<file path="src/rtl/fetch_queue_if.sv">
// Fetch-to-decode handshake bundle for fetch_queue.
// The master side is fetch/decode; the slave side is the queue.
interface fetch_queue_if #(
  parameter int unsigned AW = 2
);
  logic        in_valid;
  logic [31:0] in_pc;
  logic [31:0] in_instr;
  logic        in_ready;
  logic        out_valid;
  logic [31:0] out_pc;
  logic [31:0] out_instr;
  logic        out_ready;
  logic        flush;
  logic [AW:0] count;

  modport master (
    output in_valid, in_pc, in_instr, out_ready, flush,
    input  in_ready, out_valid, out_pc, out_instr, count
  );

  modport slave (
    input  in_valid, in_pc, in_instr, out_ready, flush,
    output in_ready, out_valid, out_pc, out_instr, count
  );
endinterface

</file>
<file path="src/rtl/fetch_queue.sv">
// Instruction buffer between fetch and decode.
// Holds {pc, instr} pairs; in_ready low holds the PC register.
module fetch_queue #(
  parameter int unsigned DEPTH = 4,
  parameter int unsigned AW    = 2
) (
  input  logic          clk,
  input  logic          reset,
  fetch_queue_if.slave  q
);
  localparam logic [AW:0] FULL = DEPTH[AW:0];

  logic [63:0]   mem [DEPTH];
  logic [AW-1:0] rd_ptr;
  logic [AW-1:0] wr_ptr;
  logic [AW:0]   cnt;
  logic          ready;
  logic          valid;
  logic          push;
  logic          pop;
  logic [63:0]   head;

  // Handshake flags depend only on registered occupancy.
  assign ready = (cnt != FULL);
  assign valid = (cnt != '0);
  assign push  = q.in_valid & ready & ~q.flush;
  assign pop   = valid & q.out_ready & ~q.flush;
  assign head  = mem[rd_ptr];

  assign q.in_ready  = ready;
  assign q.out_valid = valid;
  assign q.count     = cnt;
  assign q.out_pc    = valid ? head[63:32] : '0;
  assign q.out_instr = valid ? head[31:0]  : '0;

  always_ff @(posedge clk or posedge reset) begin
    if (reset) begin
      rd_ptr <= '0;
      wr_ptr <= '0;
      cnt    <= '0;
    end else if (q.flush) begin
      rd_ptr <= '0;
      wr_ptr <= '0;
      cnt    <= '0;
    end else begin
      if (push) wr_ptr <= wr_ptr + 1'b1;
      if (pop)  rd_ptr <= rd_ptr + 1'b1;
      case ({push, pop})
        2'b10:   cnt <= cnt + 1'b1;
        2'b01:   cnt <= cnt - 1'b1;
        default: cnt <= cnt;
      endcase
    end
  end

  // Storage has no reset; stale entries are masked by out_valid.
  always_ff @(posedge clk) begin
    if (push) mem[wr_ptr] <= {q.in_pc, q.in_instr};
  end
endmodule

</file>
<file path="src/flat_wrapper.sv">
// flat-port wrapper written by rule: the top's interface ports become plain ports
module fetch_queue_flat 
#(
  parameter int unsigned DEPTH = 4,
  parameter int unsigned AW    = 2
)
  (clk, reset, q_in_valid, q_in_pc, q_in_instr, q_out_ready, q_flush, q_in_ready, q_out_valid, q_out_pc, q_out_instr, q_count);
  fetch_queue_if #(.AW(AW)) q_i ();
  input  logic clk;
  input  logic reset;
  input wire logic [$bits(q_i.in_valid)-1:0] q_in_valid;
  input wire logic [$bits(q_i.in_pc)-1:0] q_in_pc;
  input wire logic [$bits(q_i.in_instr)-1:0] q_in_instr;
  input wire logic [$bits(q_i.out_ready)-1:0] q_out_ready;
  input wire logic [$bits(q_i.flush)-1:0] q_flush;
  output wire logic [$bits(q_i.in_ready)-1:0] q_in_ready;
  output wire logic [$bits(q_i.out_valid)-1:0] q_out_valid;
  output wire logic [$bits(q_i.out_pc)-1:0] q_out_pc;
  output wire logic [$bits(q_i.out_instr)-1:0] q_out_instr;
  output wire logic [$bits(q_i.count)-1:0] q_count;
  assign q_i.in_valid = q_in_valid;
  assign q_i.in_pc = q_in_pc;
  assign q_i.in_instr = q_in_instr;
  assign q_i.out_ready = q_out_ready;
  assign q_i.flush = q_flush;
  assign q_in_ready = q_i.in_ready;
  assign q_out_valid = q_i.out_valid;
  assign q_out_pc = q_i.out_pc;
  assign q_out_instr = q_i.out_instr;
  assign q_count = q_i.count;
  fetch_queue #(.DEPTH(DEPTH), .AW(AW)) u_core (.clk(clk), .reset(reset), .q(q_i));
endmodule
</file>
<file path="config.mk">
export PLATFORM = sky130hd
export DESIGN_NAME = fetch_queue_flat
export DESIGN_NICKNAME = d
export VERILOG_FILES = /design/src/rtl/fetch_queue_if.sv /design/src/rtl/fetch_queue.sv /design/src/flat_wrapper.sv
export SDC_FILE = /design/constraint.sdc
export NUM_CORES = 1
export LEC_CHECK = 0
export CAP_MARGIN = 30
export CORE_MARGIN = 1.5
export CORE_UTILIZATION = 59
export DETAILED_ROUTE_END_ITERATION = 8
export PLACE_DENSITY = 0.95
export REMOVE_ABC_BUFFERS = 1
export SYNTH_ARGS = -nofsm -noshare
export SYNTH_HDL_FRONTEND = slang
export SYNTH_SLANG_ARGS = --single-unit
</file>
<file path="constraint.sdc">
create_clock -name clk -period 4.35 [get_ports clk]
set_clock_uncertainty 0.1 [all_clocks]
set_input_delay 1.0875 -clock clk [delete_from_list [all_inputs] [get_ports clk]]
set_output_delay 1.0875 -clock clk [all_outputs]
set_load 0.02 [all_outputs]
</file>
==> impl_metrics.prom <==
# TYPE chip_impl_metric gauge
chip_impl_info{name="timing.rr.start",value="u_core.q.count[0]$_DFFE_PP0P_"} 1
chip_impl_metric{name="detail_route.wl_per_cell",unit="um"} 23.2
chip_impl_metric{name="met2WireLength",unit="um"} 10500
chip_impl_metric{name="postCtsHoldBufs",unit=""} 0
chip_impl_metric{name="via_count",unit=""} 5083
chip_impl_metric{name="cts_post_setup_buffers_inserted",unit=""} 0
chip_impl_metric{name="fin_ws",unit="ns"} 0.321
chip_impl_metric{name="layout_min_cycle_time",unit="ns"} 4.03
chip_impl_metric{name="post_route_cell_area",unit="um2"} 12600
chip_impl_metric{name="ant_nets",unit=""} 0
chip_impl_metric{name="finalWeightedCongestion",unit=""} 0.719
chip_impl_metric{name="post_cts_resized",unit=""} 0
chip_impl_metric{name="synth_area_per_cell",unit="um2"} 21.7
chip_impl_metric{name="total_power",unit="mW"} 5.64
chip_impl_metric{name="timing_max_transition_violations_final",unit=""} 0
chip_impl_metric{name="die-area",unit="um2"} 18100
chip_impl_metric{name="timing.critical_path.arrival",unit="ns"} 2.84
chip_impl_info{name="combinational_family_with_the_most_area_after_synthesis",value="multiplexers"} 1
chip_impl_metric{name="detail_route.wirelength.met1",unit="um"} 7710
chip_impl_metric{name="die-width",unit="um"} 135
chip_impl_metric{name="worst_setup_hold_path_clk_slew",unit="ns"} 0.06
chip_impl_metric{name="pre_cts_ws",unit="ns"} 0.737
chip_impl_metric{name="synth_warnings",unit=""} 0
chip_impl_metric{name="setup_viol_count_final",unit=""} 0
chip_impl_info{name="critical_path_class",value="flip-flop to primary output"} 1
chip_impl_metric{name="worstMarginPinSlew",unit="ns"} 0.536
chip_impl_metric{name="die_height",unit="um"} 135
chip_impl_metric{name="max_freq",unit="MHz"} 248
chip_impl_info{name="route.top_layer_used",value="met4"} 1
chip_impl_metric{name="post_layout_nets",unit=""} 692
chip_impl_info{name="reg2reg_to",value="u_core.q.count[2]$_DFFE_PP0P_"} 1
chip_impl_metric{name="firstDrtPassIters",unit=""} 4
chip_impl_metric{name="fp.coreArea",unit="um2"} 16800
chip_impl_metric{name="grt_pass1_wl",unit="um"} 30700
chip_impl_metric{name="synth-adder-area-share",unit="%"} 0.686
chip_impl_metric{name="netlist.area_leader.share",unit="%"} 75.3
chip_impl_metric{name="post-route-period-util",unit="%"} 92.6
chip_impl_metric{name="synth_enable_flop_cells",unit=""} 256
chip_impl_info{name="end_kind",value="primary output"} 1
chip_impl_metric{name="synth_compound_area_share",unit="%"} 0.943
chip_impl_metric{name="final_layout_size_suffix_gt1_share",unit="%"} 18.1
chip_impl_metric{name="r2r_slack",unit="ns"} 1.89
chip_impl_info{name="min_from",value="u_core.wr_ptr[1]$_DFFE_PP0P_"} 1
chip_impl_metric{name="yosys.cell_types.count",unit=""} 35
chip_impl_metric{name="grt_remaining_overflow",unit=""} 0
chip_impl_metric{name="buffer_ports.inserted",unit=""} 137
chip_impl_metric{name="maxCapViolations",unit=""} 0
chip_impl_metric{name="cts_num_sinks",unit=""} 263
chip_impl_metric{name="detail_route.drc_violations",unit=""} 0
chip_impl_info{name="holdPathEnd",value="u_core.wr_ptr[1]$_DFFE_PP0P_"} 1
chip_impl_metric{name="numCtsBuffers",unit=""} 25
chip_impl_metric{name="worst_ir_drop_vdd",unit="uV"} 352
chip_impl_info{name="outcome",value="complete, no violations"} 1
chip_impl_metric{name="post_drt_via_cell_ratio",unit=""} 5.95
chip_impl_metric{name="grt_antenna_before_repair",unit=""} 0
chip_impl_metric{name="antenna-diode-count",unit=""} 0
chip_impl_metric{name="initialDrtViolationCount",unit=""} 354
chip_impl_info{name="hold_class",value="flip-flop to flip-flop"} 1
chip_impl_metric{name="postSynthRegisterBits",unit=""} 263
chip_impl_metric{name="required_worst_endpoint",unit="ns"} 3.16
chip_impl_metric{name="timing.final.hold_violations",unit=""} 0
chip_impl_metric{name="max_slew_margin_vs_limit",unit="%"} 64.3
chip_impl_info{name="clk_root_buffer_cell",value="sky130_fd_sc_hd__clkbuf_16"} 1
chip_impl_metric{name="io-pin-count",unit=""} 138
chip_impl_metric{name="largest_net_degree_at_the_start_of_global_routing",unit=""} 41
chip_impl_metric{name="synth_mux_area_share",unit="%"} 14.2
chip_impl_metric{name="first_global_vias",unit=""} 5529
chip_impl_metric{name="share_of_the_yosys_chip_area_belonging_to_registers",unit="%"} 77.0
chip_impl_info{name="yosys.cell_count.top_type",value="sky130_fd_sc_hd__edfxtp_1"} 1
chip_impl_metric{name="start_util",unit="%"} 60.9
chip_impl_info{name="ys_dominant_reg_cell",value="sky130_fd_sc_hd__edfxtp_1"} 1
chip_impl_info{name="synth.top_cells.by_area",value="sky130_fd_sc_hd__edfxtp_1 (75%), sky130_fd_sc_hd__mux4_2 (14%), sky130_fd_sc_hd__and2_1 (4.2%)"} 1
chip_impl_metric{name="htree_num_levels",unit=""} 1
chip_impl_info{name="synth_commonest_cells",value="sky130_fd_sc_hd__edfxtp_1 (256), sky130_fd_sc_hd__and2_1 (68), sky130_fd_sc_hd__mux4_2 (64), sky130_fd_sc_hd__buf_2 (9)"} 1
chip_impl_metric{name="rows",unit=""} 47
chip_impl_metric{name="met3_wire_len",unit="um"} 1230
chip_impl_metric{name="hold-worst-slack",unit="ns"} 0.508
chip_impl_metric{name="postSynthCellCount",unit=""} 470
chip_impl_metric{name="rr_worst_depth",unit=""} 5
chip_impl_metric{name="critical_path.max_fanout",unit=""} 36
chip_impl_metric{name="globalRouteTotalUtil",unit="%"} 22.6
chip_impl_metric{name="synth_xor_xnor_area_share",unit="%"} 0.257
chip_impl_metric{name="finalWirelength",unit="um"} 19800
chip_impl_metric{name="power_per_cell_area",unit="nW/um2"} 447
chip_impl_metric{name="syn2layout_area_growth",unit="%"} 23.5
chip_impl_info{name="unrepaired_setup_endpoints_after_global_routing",value="no"} 1
chip_impl_metric{name="leakage",unit="nW"} 4.01
chip_impl_info{name="tritoncts_clock_tree",value="done"} 1
chip_impl_info{name="synth_top_area_cell",value="sky130_fd_sc_hd__edfxtp_1"} 1
chip_impl_metric{name="worst_skew_pair.late_latency",unit="ns"} 0.51
chip_impl_metric{name="min_path_cells",unit=""} 2
chip_impl_metric{name="placed_cell_area",unit="um2"} 11900
chip_impl_metric{name="clk_path_buf_depth",unit=""} 3
chip_impl_metric{name="synth_area",unit="um2"} 10200
chip_impl_info{name="startpoint_type",value="flip-flop"} 1
chip_impl_metric{name="dp_hpwl",unit="um"} 12300
chip_impl_metric{name="area_fraction_in_and_or_nand_and_nor_cells_after_synthesis",unit="%"} 5.11
chip_impl_metric{name="ys_async_sr_fraction",unit="%"} 2.66
-- critical path, cell delays in order (launching register included) --
cell                              delay, ns
sky130_fd_sc_hd__dfrtp_1               0.51
sky130_fd_sc_hd__or3_2                 0.81
sky130_fd_sc_hd__buf_12                0.27
sky130_fd_sc_hd__and2_1                0.17
sky130_fd_sc_hd__clkdlybuf4s50_1       0.54
-- logic make-up (layout without fill, tap and decap cells) --
family	after synthesis	after routing
compound gates	14	14
xor+xnor	3	3
simple gates	87	87
buf+inv	33	198
flops	263	263
mux	65	65
fa+ha+maj	5	5
-- metal layers --
layer | vias up | GRT usage (%)
met3 | 37 | 3.94
li1 | 2190 | -
met2 | 204 | 39.3
met4 | 0 | 6.33
met1 | 2652 | 29.9
met5 | - | 0
-- where the power goes --
group	leakage (nW)	switching, mW	total (mW)	internal [mW]
clock	0.360	0.863	1.97	1.10
sequential	2.42	0.0467	2.90	2.86
combinational	1.24	0.369	0.776	0.407
total	4.01	1.28	5.64	4.37
-- state kept, by name (all words and copies together) (netlist names) --
signal / flops
u_core.q.count: 3
u_core.mem: 256
u_core.rd_ptr: 2
u_core.wr_ptr: 2
-- per-stage QoR --
step,cells,utilization (%),setup TNS (ns)
6_report,855,75.3,0
4_1_cts,855,75.3,0
5_1_grt,855,75.3,0
3_3_place_gp,810,70.8,0
3_5_place_dp,811,70.9,0
2_1_floorplan,444,-,-19.73
-- how the worst max path moves through the flow --
| stage | from | endpoint | cells past startpoint |
|---|---|---|---|
| after global routing | u_core.rd_ptr[0]$_DFFE_PP0P_ | q_out_instr[16] | 4 |
| after floorplan | u_core.rd_ptr[0]$_DFFE_PP0P_ | q_out_instr[0] | 2 |
| final | u_core.q.count[1]$_DFFE_PP0P_ | q_out_pc[20] | 4 |
| after detailed placement | q_in_valid | u_core.mem[0][6]$_DFFE_PP_ | 5 |
| after global placement | u_core.q.count[1]$_DFFE_PP0P_ | q_out_instr[2] | 3 |
| after CTS | u_core.rd_ptr[0]$_DFFE_PP0P_ | q_out_instr[16] | 4 |
-- cell type report --
cell class / instances / area (um2)
Fill cell: 902 / 4140
Sequential cell: 263 / 7870
Tap cell: 220 / 275
Clock inverter: 16 / 96.3
Inverter: 7 / 26.3
Clock buffer: 28 / 637
Multi-Input combinational cell: 174 / 2180
Timing Repair Buffer: 147 / 1530
-- placed cells by master, fill, tap and decap left out, types with 4 or more instances in the layout --
master,netlist,final
sky130_fd_sc_hd__edfxtp_1,256,256
sky130_fd_sc_hd__clkdlybuf4s50_1,0,137
sky130_fd_sc_hd__mux4_2,64,64
sky130_fd_sc_hd__and2_1,68,64
sky130_fd_sc_hd__clkbuf_16,0,25
sky130_fd_sc_hd__clkinv_1,0,9
sky130_fd_sc_hd__inv_1,7,7
sky130_fd_sc_hd__buf_12,0,7
sky130_fd_sc_hd__nor2_1,5,5
sky130_fd_sc_hd__clkinv_2,0,5
sky130_fd_sc_hd__dfrtp_1,7,5
sky130_fd_sc_hd__nand3_1,4,4
sky130_fd_sc_hd__and2_4,0,4
sky130_fd_sc_hd__ha_1,4,4
Note: power is estimated with default switching activity, not from simulation.
